### src/rtl/alu_pkg.sv
// Shared widths, opcode constants and issue-FSM states for the 4-bit ALU datapath.
package alu_pkg;

    localparam int ALU_W = 4;
    localparam int OP_W  = 3;
    localparam int CMD_W = OP_W + 2 * ALU_W;

    localparam logic [OP_W-1:0] OP_ADD = 3'd0;
    localparam logic [OP_W-1:0] OP_SUB = 3'd1;
    localparam logic [OP_W-1:0] OP_AND = 3'd2;
    localparam logic [OP_W-1:0] OP_OR  = 3'd3;
    localparam logic [OP_W-1:0] OP_XOR = 3'd4;
    localparam logic [OP_W-1:0] OP_NOT = 3'd5;
    localparam logic [OP_W-1:0] OP_SHL = 3'd6;
    localparam logic [OP_W-1:0] OP_SHR = 3'd7;

    typedef enum logic [1:0] {
        ST_IDLE,
        ST_WAIT,
        ST_RESP
    } state_t;

endpackage

### src/rtl/alu_cmd_fifo.sv
// Command FIFO for the ALU issue stage: {op,a,b} entries, power-of-2 depth.
module alu_cmd_fifo
    import alu_pkg::*;
#(
    parameter int DEPTH = 2,
    parameter int W     = CMD_W
) (
    input  logic                       clk,
    input  logic                       reset_n,
    input  logic                       push,
    input  logic                       pop,
    input  logic [W-1:0]               din,
    output logic [W-1:0]               dout,
    output logic                       full,
    output logic                       empty,
    output logic [$clog2(DEPTH+1)-1:0] count
);

    localparam int AW = (DEPTH > 1) ? $clog2(DEPTH) : 1;
    localparam int CW = $clog2(DEPTH + 1);

    logic [W-1:0]  mem_q [DEPTH];
    logic [W-1:0]  mem_d [DEPTH];
    logic [AW-1:0] wr_ptr_q, wr_ptr_d;
    logic [AW-1:0] rd_ptr_q, rd_ptr_d;
    logic [CW-1:0] count_q, count_d;
    logic          push_ok;
    logic          pop_ok;

    assign full    = (count_q == CW'(DEPTH));
    assign empty   = (count_q == '0);
    assign count   = count_q;
    assign dout    = mem_q[rd_ptr_q];
    assign push_ok = push & ~full;
    assign pop_ok  = pop & ~empty;

    // Power-of-2 depth lets the pointers wrap by plain overflow.
    always_comb begin
        mem_d    = mem_q;
        wr_ptr_d = wr_ptr_q;
        rd_ptr_d = rd_ptr_q;
        count_d  = count_q;
        if (push_ok) begin
            mem_d[wr_ptr_q] = din;
            wr_ptr_d        = wr_ptr_q + AW'(1);
        end
        if (pop_ok) begin
            rd_ptr_d = rd_ptr_q + AW'(1);
        end
        case ({push_ok, pop_ok})
            2'b10:   count_d = count_q + CW'(1);
            2'b01:   count_d = count_q - CW'(1);
            default: count_d = count_q;
        endcase
    end

    always_ff @(posedge clk or negedge reset_n) begin
        if (!reset_n) begin
            for (int unsigned i = 0; i < DEPTH; i++) begin
                mem_q[i] <= '0;
            end
            wr_ptr_q <= '0;
            rd_ptr_q <= '0;
            count_q  <= '0;
        end else begin
            mem_q    <= mem_d;
            wr_ptr_q <= wr_ptr_d;
            rd_ptr_q <= rd_ptr_d;
            count_q  <= count_d;
        end
    end

endmodule

### src/rtl/alu_issue_4b.sv
// ALU issue stage: queues commands, launches one at a time into the ALU, waits
// ALU_LAT edges, then returns the registered result over a valid/ready response.
module alu_issue_4b
    import alu_pkg::*;
#(
    parameter int CMD_DEPTH = 2,
    parameter int ALU_LAT   = 2
) (
    input  logic             clk,
    input  logic             reset_n,
    input  logic             cmd_valid,
    output logic             cmd_ready,
    input  logic [OP_W-1:0]  cmd_op,
    input  logic [ALU_W-1:0] cmd_a,
    input  logic [ALU_W-1:0] cmd_b,
    output logic [ALU_W-1:0] alu_a,
    output logic [ALU_W-1:0] alu_b,
    output logic [OP_W-1:0]  alu_op,
    input  logic [ALU_W-1:0] alu_f_reg,
    input  logic             alu_cout_reg,
    output logic             rsp_valid,
    input  logic             rsp_ready,
    output logic [ALU_W-1:0] rsp_f,
    output logic             rsp_cout,
    output logic             busy
);

    localparam int CNT_W = $clog2(ALU_LAT + 1);
    localparam int FCW   = $clog2(CMD_DEPTH + 1);

    state_t           state_q, state_d;
    logic [CNT_W-1:0] cnt_q, cnt_d;
    logic [ALU_W-1:0] alu_a_q, alu_a_d;
    logic [ALU_W-1:0] alu_b_q, alu_b_d;
    logic [OP_W-1:0]  alu_op_q, alu_op_d;
    logic             rsp_valid_q, rsp_valid_d;
    logic [ALU_W-1:0] rsp_f_q, rsp_f_d;
    logic             rsp_cout_q, rsp_cout_d;

    logic             fifo_push;
    logic             fifo_pop;
    logic             fifo_full;
    logic             fifo_empty;
    logic [FCW-1:0]   fifo_count;
    logic [CMD_W-1:0] fifo_dout;

    // Ready depends only on registered occupancy, so a full FIFO refuses a push
    // even on an edge where the FSM pops.
    assign cmd_ready = ~fifo_full;
    assign fifo_push = cmd_valid & ~fifo_full;

    alu_cmd_fifo #(
        .DEPTH (CMD_DEPTH),
        .W     (CMD_W)
    ) u_fifo (
        .clk     (clk),
        .reset_n (reset_n),
        .push    (fifo_push),
        .pop     (fifo_pop),
        .din     ({cmd_op, cmd_a, cmd_b}),
        .dout    (fifo_dout),
        .full    (fifo_full),
        .empty   (fifo_empty),
        .count   (fifo_count)
    );

    always_comb begin
        state_d     = state_q;
        cnt_d       = cnt_q;
        alu_a_d     = alu_a_q;
        alu_b_d     = alu_b_q;
        alu_op_d    = alu_op_q;
        rsp_valid_d = rsp_valid_q;
        rsp_f_d     = rsp_f_q;
        rsp_cout_d  = rsp_cout_q;
        fifo_pop    = 1'b0;
        case (state_q)
            ST_IDLE: begin
                if (!fifo_empty) begin
                    fifo_pop                      = 1'b1;
                    {alu_op_d, alu_a_d, alu_b_d}  = fifo_dout;
                    cnt_d                         = CNT_W'(ALU_LAT);
                    state_d                       = ST_WAIT;
                end
            end
            ST_WAIT: begin
                cnt_d = cnt_q - CNT_W'(1);
                if (cnt_q == CNT_W'(1)) begin
                    rsp_f_d     = alu_f_reg;
                    rsp_cout_d  = alu_cout_reg;
                    rsp_valid_d = 1'b1;
                    state_d     = ST_RESP;
                end
            end
            ST_RESP: begin
                if (rsp_ready) begin
                    rsp_valid_d = 1'b0;
                    state_d     = ST_IDLE;
                end
            end
            default: state_d = ST_IDLE;
        endcase
    end

    always_ff @(posedge clk or negedge reset_n) begin
        if (!reset_n) begin
            state_q     <= ST_IDLE;
            cnt_q       <= '0;
            alu_a_q     <= '0;
            alu_b_q     <= '0;
            alu_op_q    <= '0;
            rsp_valid_q <= 1'b0;
            rsp_f_q     <= '0;
            rsp_cout_q  <= 1'b0;
        end else begin
            state_q     <= state_d;
            cnt_q       <= cnt_d;
            alu_a_q     <= alu_a_d;
            alu_b_q     <= alu_b_d;
            alu_op_q    <= alu_op_d;
            rsp_valid_q <= rsp_valid_d;
            rsp_f_q     <= rsp_f_d;
            rsp_cout_q  <= rsp_cout_d;
        end
    end

    assign alu_a     = alu_a_q;
    assign alu_b     = alu_b_q;
    assign alu_op    = alu_op_q;
    assign rsp_valid = rsp_valid_q;
    assign rsp_f     = rsp_f_q;
    assign rsp_cout  = rsp_cout_q;
    assign busy      = (state_q != ST_IDLE) || (fifo_count != '0);

endmodule
### config.mk
export PLATFORM = sky130hd
export DESIGN_NAME = alu_issue_4b
export DESIGN_NICKNAME = d
export VERILOG_FILES = /design/src/rtl/alu_pkg.sv /design/src/rtl/alu_cmd_fifo.sv /design/src/rtl/alu_issue_4b.sv
export SDC_FILE = /design/constraint.sdc
export NUM_CORES = 1
export LEC_CHECK = 0
export ABC_AREA = 1
export CORE_MARGIN = 3
export CORE_UTILIZATION = 52
export DETAILED_ROUTE_END_ITERATION = 10
export PLACE_DENSITY = 0.83
export SYNTH_ARGS = -nofsm -noshare
export SYNTH_HDL_FRONTEND = slang
export SYNTH_SLANG_ARGS = --single-unit
### constraint.sdc
create_clock -name clk -period 1.6 [get_ports clk]
set_input_delay 0.16 -clock clk [delete_from_list [all_inputs] [get_ports clk]]
set_output_delay 0.16 -clock clk [all_outputs]
set_load 0.05 [all_outputs]
# Word-level counts from Yosys, hierarchy flattened
# Index checks and enable logic that the tools add are counted.
# totals
ff_bits,47
in_bits,20
output_inout_bits,19
# classes
n_addsub,5
magnitude_cmp,3
eq_ne,9
n_mux,18
bitwise,7
reduce_logical,14
# ops
cell,n
2-to-1 mux 11 bit,4
bitwise mux 22 bit,1
demux 11 bit (select 1 bit),1
nonzero test 2 bit,5
2-to-1 mux 2 bit,4
one-hot mux 2 bit (2 select lines),2
equality test 2 x 1 -> 1 bit (second input constant),3
equality test 2 bit (second input constant),3
!= test 2 bit (second input constant),3
one-hot mux 2 bit (3 select lines),1
AND reduction 2 bit,3
AND reduction 3 bit,2
greater-or-equal comparator 2 bit (second input constant),2
zero test 2 bit,2
2-to-1 mux 1 bit,4
NOT 1 -> 2 bit,2
subtractor 2 x 1 -> 2 bit (second input constant),2
bitwise AND 1 bit,3
adder 1 bit (second input constant),2
adder 2 x 1 -> 2 bit (second input constant),1
less-than comparator 2 x 1 -> 1 bit (second input constant),1
NOT 1 bit,2
one-hot mux 1 bit (2 select lines),1
logical AND 1 bit,1
logical OR 1 bit,1

# Depth between registers and ports, before layout
# depth
ltp_word,6
mapped_depth,11

# Modules after synthesis
# A second synthesis with hierarchy kept.
# hier_totals
cells_unflattened,271
hier_area_um2,2285.9
# by_module_without_submodules
mod,n_inst,cells_per_inst,area_per_inst_um2,seq_area_each_um2
alu_cmd_fifo,1,164,1390.1,650.6
alu_issue_4b,1,107,895.9,525.5

# Worst setup path after synthesis
# Ideal clock, no wire load.
# synth_timing
kind,flip-flop to flip-flop
start,"register u_fifo.count_q[0], in the netlist u_fifo.count[0]"
end,"register u_fifo.count_q[1], in the netlist u_fifo.count[1]"
t_arrival_ps,1358
required_ps,1483
setup_slack_ps,125
stages_incl_launch_ff,11
path_cell_list,dfrtp_1 inv_2 nand2_2 nand2_4 inv_6 buf_12 ha_1 inv_1 nand3_1 nand2_1 nand2_1
# synth_via
elab_chain_cells,6
elab_cells_between_ends,15
# synth_rtl
element,line_no,text
"start, declared",alu_cmd_fifo.sv:26,"logic [CW-1:0] count_q, count_d;"
"start signal, assigned",alu_cmd_fifo.sv:69,count_q <= count_d;
zero test 2 bit (*),alu_cmd_fifo.sv:31,assign empty = (count_q == '0);
2-to-1 mux 1 bit (*),alu_issue_4b.sv:79,if (!fifo_empty) begin
2-to-1 mux 1 bit (*),alu_issue_4b.sv:77,case (state_q)
via fifo_pop,alu_issue_4b.sv:41,logic fifo_pop;
bitwise AND 1 bit (*),alu_cmd_fifo.sv:35,assign pop_ok = pop & ~empty;
equality test 2 x 1 -> 1 bit / equality test 2 bit (equally long branches),alu_cmd_fifo.sv:50,"case ({push_ok, pop_ok})"
one-hot mux 2 bit (2 select lines) / nonzero test 2 bit (equally long branches),-,
# Mark *: on every way through the listed nets, which the timed path passes. The rest lies on a longest branch.
# A chain may end at the register's enable or synchronous reset.

# Worst setup path after layout
# layout_timing
start,register state_q[0]
end,"register u_fifo.count_q[1], in the netlist u_fifo.count[1]"
# layout_via
elab_chain_cells,5
elab_cells_between_ends,7
# layout_rtl
element,line_no,text
"start, declared",alu_issue_4b.sv:31,"state_t state_q, state_d;"
"start signal, assigned",alu_issue_4b.sv:116,state_q <= state_d;
zero test 2 bit (*),alu_issue_4b.sv:77,
2-to-1 mux 1 bit (*),alu_issue_4b.sv:77,
bitwise AND 1 bit (*),alu_cmd_fifo.sv:35,
equality test 2 x 1 -> 1 bit / equality test 2 bit (equally long branches),alu_cmd_fifo.sv:50,
one-hot mux 2 bit (2 select lines) / nonzero test 2 bit (equally long branches),-,
# Mark *: on every way between the ends. The rest lies on a longest branch, timed or not.

==> qor.txt <==
Status -> finished clean
Critical path class -> flop to flop
Commonest non-fill, non-tap cell in the layout -> nand2_1
Maxcap violations -> 0
FF+latch area -> 0.001176 mm²
Max-slew violation count -> 0
Top_reg_cell synth -> dfrtp_1
Clk root buf -> clkbuf_8
Sequential fraction of the synthesis area -> 0.5415
Antenna Violating Nets Remaining -> 0
Std-Cell Core Area -> 0.003854 mm²
Setup WS post-layout -> 0.1566 ns
Chip height -> 70.63 µm
Largest net degree at the start of global routing -> 27
TritonCTS Buffers -> 5
Fin crit share -> 0.9021
DIE AREA -> 0.004989 mm²
Yosys top cell area share -> 0.5415
Initial core utilization -> 0.5636
CTS tree -> done
Pre-CTS WS -> 0.1056 ns
Area grow syn2layout -> 21.72%
Final Hold Fails -> 0
Post-DR vias/cell -> 5.157
Minimum clock period -> 1.443 ns
Multi-input gate area -> 840.8 µm²
GRT Resource Usage Total -> 0.1909
Crit. End Element -> flop
RD Place Congestion -> 0.8224
Worst VDD drop -> 1.362 mV
Layout cell share with drive strength beyond 1 -> 0.1549
Antenna Cells -> 0
Synth Warn # -> 0
Worst reg2reg path depth -> 8
Post-synth EDFFs -> 0
Slowest cell delay on critical path -> 0.44 ns
Worst-case clock buffer depth -> 2
Worst-path clk slew -> 0.09 ns
Worst path slowest cell -> dfrtp_1
CP bufs+invs -> 2
H-Tree Depth -> 2
CP Data Arrival Time -> 1.64 ns
Final setup fails -> 0
Ranking of synthesized cells by area -> dfrtp_1 (54%), nand2_1 (24%), nand4_1 (6.6%)
Drt drc -> 0
Pwr dens -> 2240 mW/mm²
Post-CTS Repair Setup Buffers -> 0
Most used cell, CP -> nand2_1
Placed Cells -> 336
Number of core rows -> 22
Antenna violations before repair -> 0
Layout Cells excl Fill -> 345
Dpl cell area -> 0.002546 mm²
Post-synth cell types -> 22
Post-CTS resize count -> 0
RSZ-0062 raised after global routing -> no
Die W -> 70.63 µm
CP delay by family, top -> simple AND/OR/NAND/NOR gates
Tot Pwr -> 5.922 mW
Vias in the first global route -> 1713
Synthesized area per cell -> 8.452 µm²
Critical Path RT -> 1.79 ns
Setup_tns -> 0 ns
Register bit count reported by yosys -> 47
Max Clock Skew -> 0.01003 ns
Syn_nets -> 279
CTS hold repair buffers -> 1
Hold Path Class -> primary input to async pin
Highest clock rate -> 692.8 MHz
Ys async rst share -> 1.000
Max transition margin -> 0.6506
Total number of vias -> 1779
Most frequent cells in the layout -> nand2_1 (140), dfrtp_1 (47), nand4_1 (23)
# fillers -> 309
WL per Instance -> 12.81 µm
Gr ovfl total -> 0
Top-level I/O count -> 39
Dpl hpwl -> 3178 µm
Crit path cell chain -> nor2_4, nand2_4, inv_6, ha_1, inv_1, nand3_1, nand2_1, nand2_1
Port Buffers -> 38
Leak Pwr -> 1.440 nW
Worst setup SP type -> flop
Logic depth of the worst setup path including buffers -> 8
First-pass GRT wire length -> 7721 µm
Worst-Margin Slew -> 0.5241 ns
Worst-Skew Late Latency -> 0.30 ns
Worst Path Max Fanout -> 13
Final Cell Area -> 0.002644 mm²
Nets -> 318
Final WL -> 4420 µm
Synth Cell Area -> 0.002172 mm²
Cell taking the most area after synthesis -> dfrtp_1
DRT iter0 DRCs -> 93
Cell count after synthesis -> 257
First drt pass iteration count -> 4
Clock sink count -> 47
cells in the mapped netlist (2+ instances only):
cell type  count
nand2_1      140
dfrtp_1       47
nand4_1       23
nand3_1        8
buf_2          7
inv_1          6
inv_2          4
nand2_4        3
buf_4          2
clkbuf_8       2
ha_1           2
nand3_2        2
nor2_1         2
registers in the layout, summed over array words and instances (netlist names):
name	flops
u_fifo.wr_ptr_q	1
rsp_valid	1
alu_b	4
alu_op	3
rsp_f	4
rsp_cout	1
cnt_q	2
u_fifo.mem_q	22
u_fifo.rd_ptr_q	1
state_q	2
alu_a	4
u_fifo.count	2
where the power goes:
part           internal, mW  leakage (nW)  switching, mW
logic                  1.02         0.809           2.09
clock network         0.308        0.0483          0.412
registers              1.75         0.583          0.346
worst paths after layout:
check / from / slack, ns / endpoint
max: state_q[0] / 0.16 / u_fifo.count[1]
min: reset_n / 0.37 / u_fifo.mem_q[7]
max reg2reg: state_q[0] / 0.16 / u_fifo.count[1]
min reg2reg: u_fifo.mem_q[19] / 0.48 / u_fifo.mem_q[19]
max in group asynchronous: reset_n / 0.71 / u_fifo.mem_q[12]
min in group clk: alu_f_reg[3] / 0.40 / rsp_f[3]
metal layers:
layer	global-route usage	share of wire	vias up
met5	0	0	-
met4	0.03758	0.0084	0
met3	0.05540	0.050	5
met2	0.3129	0.46	43
met1	0.2558	0.48	831
li1	-	-	900
area by class of cell:
cell class,count,area share
multi-input combinational,186,0.3180
sequential,47,0.4449
clock buffer,5,0.02603
inverter,11,0.01751
clock inverter,3,0.007099
timing repair buffer,45,0.1637
tap,48,0.02272
worst register-to-register path: stages, from the launching register on:
cell and delay (ns):
dfrtp_1 0.44, nor2_4 0.18, nand2_4 0.08, inv_6 0.11, ha_1 0.26, inv_1 0.08, nand3_1 0.08, nand2_1 0.07
nand2_1 0.05
through the flow:
stage | utilization | hold WS [ns]
5_1_grt | 0.6860 | 0.3946
3_5_place_dp | 0.6607 | 0.1615
4_1_cts | 0.6860 | 0.3729
6_report | 0.6860 | 0.3738
2_1_floorplan | - | -0.1356
3_3_place_gp | 0.6607 | 0.1631
cell families after synthesis:
group	share of synthesized area
simple gates	0.3658
xor+xnor	0.004033
compound gates	0.005759
fa+ha+maj	0.01152
flops	0.5415
buf+inv	0.07142
Note: power is estimated with default switching activity, not from simulation.
==> RTL edit 1 (same settings) <==
The 3 states of `state_t` get a one-hot encoding in 3 bits.
--- a/src/rtl/alu_pkg.sv
+++ b/src/rtl/alu_pkg.sv
@@ -14,10 +14,10 @@
     localparam logic [OP_W-1:0] OP_SHL = 3'd6;
     localparam logic [OP_W-1:0] OP_SHR = 3'd7;
 
-    typedef enum logic [1:0] {
-        ST_IDLE,
-        ST_WAIT,
-        ST_RESP
+    typedef enum logic [2:0] {
+        ST_IDLE = 3'b001,
+        ST_WAIT = 3'b010,
+        ST_RESP = 3'b100
     } state_t;
 
 endpackage
Function: same outputs for any inputs over 10 cycles, from zero or initial values and one cycle with reset_n low; not proved beyond that.
==> RTL edit 1 against the unedited design <==
Wire length fell by 4.3%. Power increased by 0.23%. Core utilization up 0.84 points. Synthesized area is 0.52% higher. Sequential cell count increased by 1. Design area up 1.2%. Global-route usage is 0.98 points lower. Synthesized cell count decreased by 5.1%. Non-clock buffer count shrank 3. Setup slack worse by 70 ps. Die area grew 0.47%. Count of clock-buffer cells in the layout up 3. Largest cell class unchanged.
==> RTL edit 1: results (changes against the unedited design) <==
metric,value,unit,change
nNetsFinal,306,,-3.8%
yosysUniqueCellTypes,25,,+14%
dpl.cell_count,324,,-3.6%
drive_gt1_frac,0.189,,+0.0346
p_seq,2.19,mW,+4%
critPathMaxFanout,4,,-9
via_per_inst,5.04,,-2.3%
vdd_drop_max,1450,uV,+6.2%
synth_common_cells,"nand2_1 (103), dfrtp_1 (47), o21ai_0 (24)",,
synth.area.top_cells,"dfrtp_1 (54%), nand2_1 (18%), o21ai_0 (5.5%)",,
dr.pass1.iters,4,,unchanged
worstPathArrival,1710,ps,+70 ps
power_leakage,1.37,nW,-5.0%
status,"complete, no violations",,
clkPwrFrac,0.125,,+0.003
rrSetupSlack,90,ps,-70 ps
grt_pass1_wl,7.20,mm,-6.7%
setup_ws,86.6,ps,-70.0 ps
holdWs,360,ps,-14.2 ps
max_stage_delay,580,ps,+140 ps
crit_path_start,state_q[0]$_DFFE_PN1P_,,
power_switching,2.74,mW,-3.8%
slowest_stage,dfstp_2,,
reg2reg_depth,6,,-2
grt_usage,0.181,,-0.00984
worstReg2RegStart,state_q[0]$_DFFE_PN1P_,,
gp_congestion,0.815,,-0.86%
synth_cells,244,,-5.1%
io_buffers,38,,unchanged
drt-initial-drc-count,129,,+39%
synth-seq-area-share,0.551,,+0.00924
grt_start_max_net_pins,29,,+7.4%
grt_pass1_vias,1577,,-7.9%
wire_per_inst,12.7,um,-0.90%
dp_hpwl,2.95,mm,-7.3%
syn_nets,266,,-4.7%
-- RTL edit 1: cell types whose count changed in the layout (fill, tap and decap cells not counted), moves of 10 or more --
| cell | delta |
|---|---|
| nand4_1 | -23 |
| inv_1 | +11 |
| nand2_1 | -38 |
| o21ai_2 | +10 |
| o21ai_0 | +22 |
-- RTL edit 1: logic make-up (layout without fill, tap and decap cells) --
family / count (synthesis) / after routing / share of synthesized area
buf+inv: 30 / 71 / 0.0716
xor+xnor: 3 / 3 / 0.0120
compound gates: 36 / 36 / 0.0997
simple gates: 125 / 125 / 0.254
fa+ha+maj: 2 / 2 / 0.0115
flops: 48 / 48 / 0.551
-- RTL edit 1: metrics by stage --
step	util	cell area (um2)	power, mW
CTS	0.694	2670	5.99
global route	0.694	2680	6.42
floorplan	-	2210	4.47
finish	0.694	2680	5.94
global placement	0.668	2570	5.11
detailed placement	0.668	2570	5.23
-- RTL edit 1: what timing repair did --
item                                    in CTS  in global routing
hold buffers                                 1                  0
hold endpoints to repair                    19                  0
endpoints found under the setup margin       0                  1
gates resized for setup                      0                  1
-- RTL edit 1: layout make-up --
type / count / area [um2]
Fill cell: 317 / 1180
Inverter: 21 / 78.8
Clock buffer: 8 / 90.1
Sequential cell: 48 / 1200
Multi-Input combinational cell: 166 / 847
Tap cell: 48 / 60.1
Timing Repair Buffer: 42 / 398
-- RTL edit 1: routing by layer --
metal / GRT usage / routed length, um / up-vias
met1: 0.252 / 1990 / 774
met2: 0.271 / 1880 / 60
met3: 0.0540 / 296 / 9
met4: 0.0626 / 69 / 0
li1: - / - / 835
met5: 0 / 0 / -
-- RTL edit 1: worst max-delay path, delay by kind of cell, from the launching register on --
kind	cells	cell delay, ps
DFF	1	580
AOI/OAI and AO/OA	2	230
and+or+nand+nor	2	260
xor gates and xnor gates	1	130
adders and majority gates	1	220
==> RTL edit 2 (config.mk and constraints unchanged) <==
Without the edit above. Change the package constant `ALU_W` from 4 to 5.
--- a/src/rtl/alu_pkg.sv
+++ b/src/rtl/alu_pkg.sv
@@ -1,7 +1,7 @@
 // Shared widths, opcode constants and issue-FSM states for the 4-bit ALU datapath.
 package alu_pkg;
 
-    localparam int ALU_W = 4;
+    localparam int ALU_W = 5;
     localparam int OP_W  = 3;
     localparam int CMD_W = OP_W + 2 * ALU_W;
 
Ports: changed (6 resized); port bits go from 39 to 45. No check against the original RTL was run, so the function may have changed too.
==> RTL edit 2 against the unedited design <==
Setup slack gained 40 ps. Power grew 17%. Die area grew 14%. Synthesized area grew 16%. Design area grew 15%. Sequential cell count grew 7. Worst hold slack lost 4.3 ps. Global-route usage grew 1.1 points. Sequential power grew 14%. Wire length grew 15%.
==> RTL edit 2: results (changes against the unedited design) <==
metric,value,unit,change
status,"complete, no violations",,
rrSetupSlack,230,ps,+70 ps
synth_cells,294,,+14%
yosysUniqueCellTypes,25,,+14%
dpl.cell_count,385,,+15%
via_count,2038,,+15%
cellInternalPower,3.69,mW,+20%
place_ws,66.9,ps,-38.8 ps
gp_congestion,0.735,,-11%
syn_area,2510,um2,+16%
place_area,2920,um2,+15%
grt_pass1_vias,1891,,+10%
worstMarginPinSlew,320,ps,-204 ps
drt-initial-drc-count,153,,+65%
synth_common_cells,"nand2_1 (157), dfrtp_1 (54), nand4_1 (27)",,
grt_start_max_net_pins,55,,+100%
syn_nets,319,,+14%
nNetsFinal,366,,+15%
buf_share,0.168,,+0.00395
synth.area.top_cells,"dfrtp_1 (54%), nand2_1 (23%), nand4_1 (6.7%)",,
crit_end,cmd_ready,,
pg_clk,0.915,mW,+27%
fmax,0.713,GHz,+2.9%
vdd_drop_max,1390,uV,+2.1%
seq_cells,54,,+15%
grt_pass1_wl,8.65,mm,+12%
drive_gt1_frac,0.167,,+0.0118
holdWs,370,ps,-4.26 ps
p_comb_frac,0.523,,-0.002
nFillCells,378,,+22%
timing.clock.skew,6.97,ps,-3.06 ps
swShare,0.468,,-0.0132
num-multi-input-gates,213,,+15%
buffers_excl_clock,56,,+24%
area_growth_syn_to_layout,21.0,%,
reg2reg_depth,9,,+1
clk_share,0.0362,,+0.00304
dp_hpwl,3.45,mm,+8.6%
synth-seq-area-share,0.537,,-0.00416
multi_input_area_share,0.316,,-0.00237
power_leakage,1.66,nW,+15%
[RTL edit 2: cell count changes in the layout (fill, tap and decap cells not counted), sizes merged, moves of 2 or more]
cell and delta:
nand2 +22, buf +8, dfrtp +7, nand4 +4, clkdlybuf4s50 +3, clkinv -2
[RTL edit 2: per-layer routing]
layer | up-vias | global-route usage | wire length [um]
met1 | 943 | 0.257 | 2200
met4 | 0 | 0.0621 | 72
li1 | 1026 | - | -
met3 | 8 | 0.0409 | 405
met2 | 61 | 0.348 | 2420
met5 | - | 0 | 0
[RTL edit 2: logic make-up after synthesis]
kind of cell               count (synthesis)  share of synthesized area
DFF                                       54                      0.537
xor gates and xnor gates                   1                    0.00348
adders and majority gates                  2                    0.00995
AOI/OAI and AO/OA                          2                    0.00497
buffers and inverters                     27                     0.0806
and+or+nand+nor                          208                      0.364
[RTL edit 2: critical path, stage by stage (launching register included)]
cell	delay, ps
dfrtp_1	440
inv_2	110
nand2_4	50
buf_4	180
buf_12	150
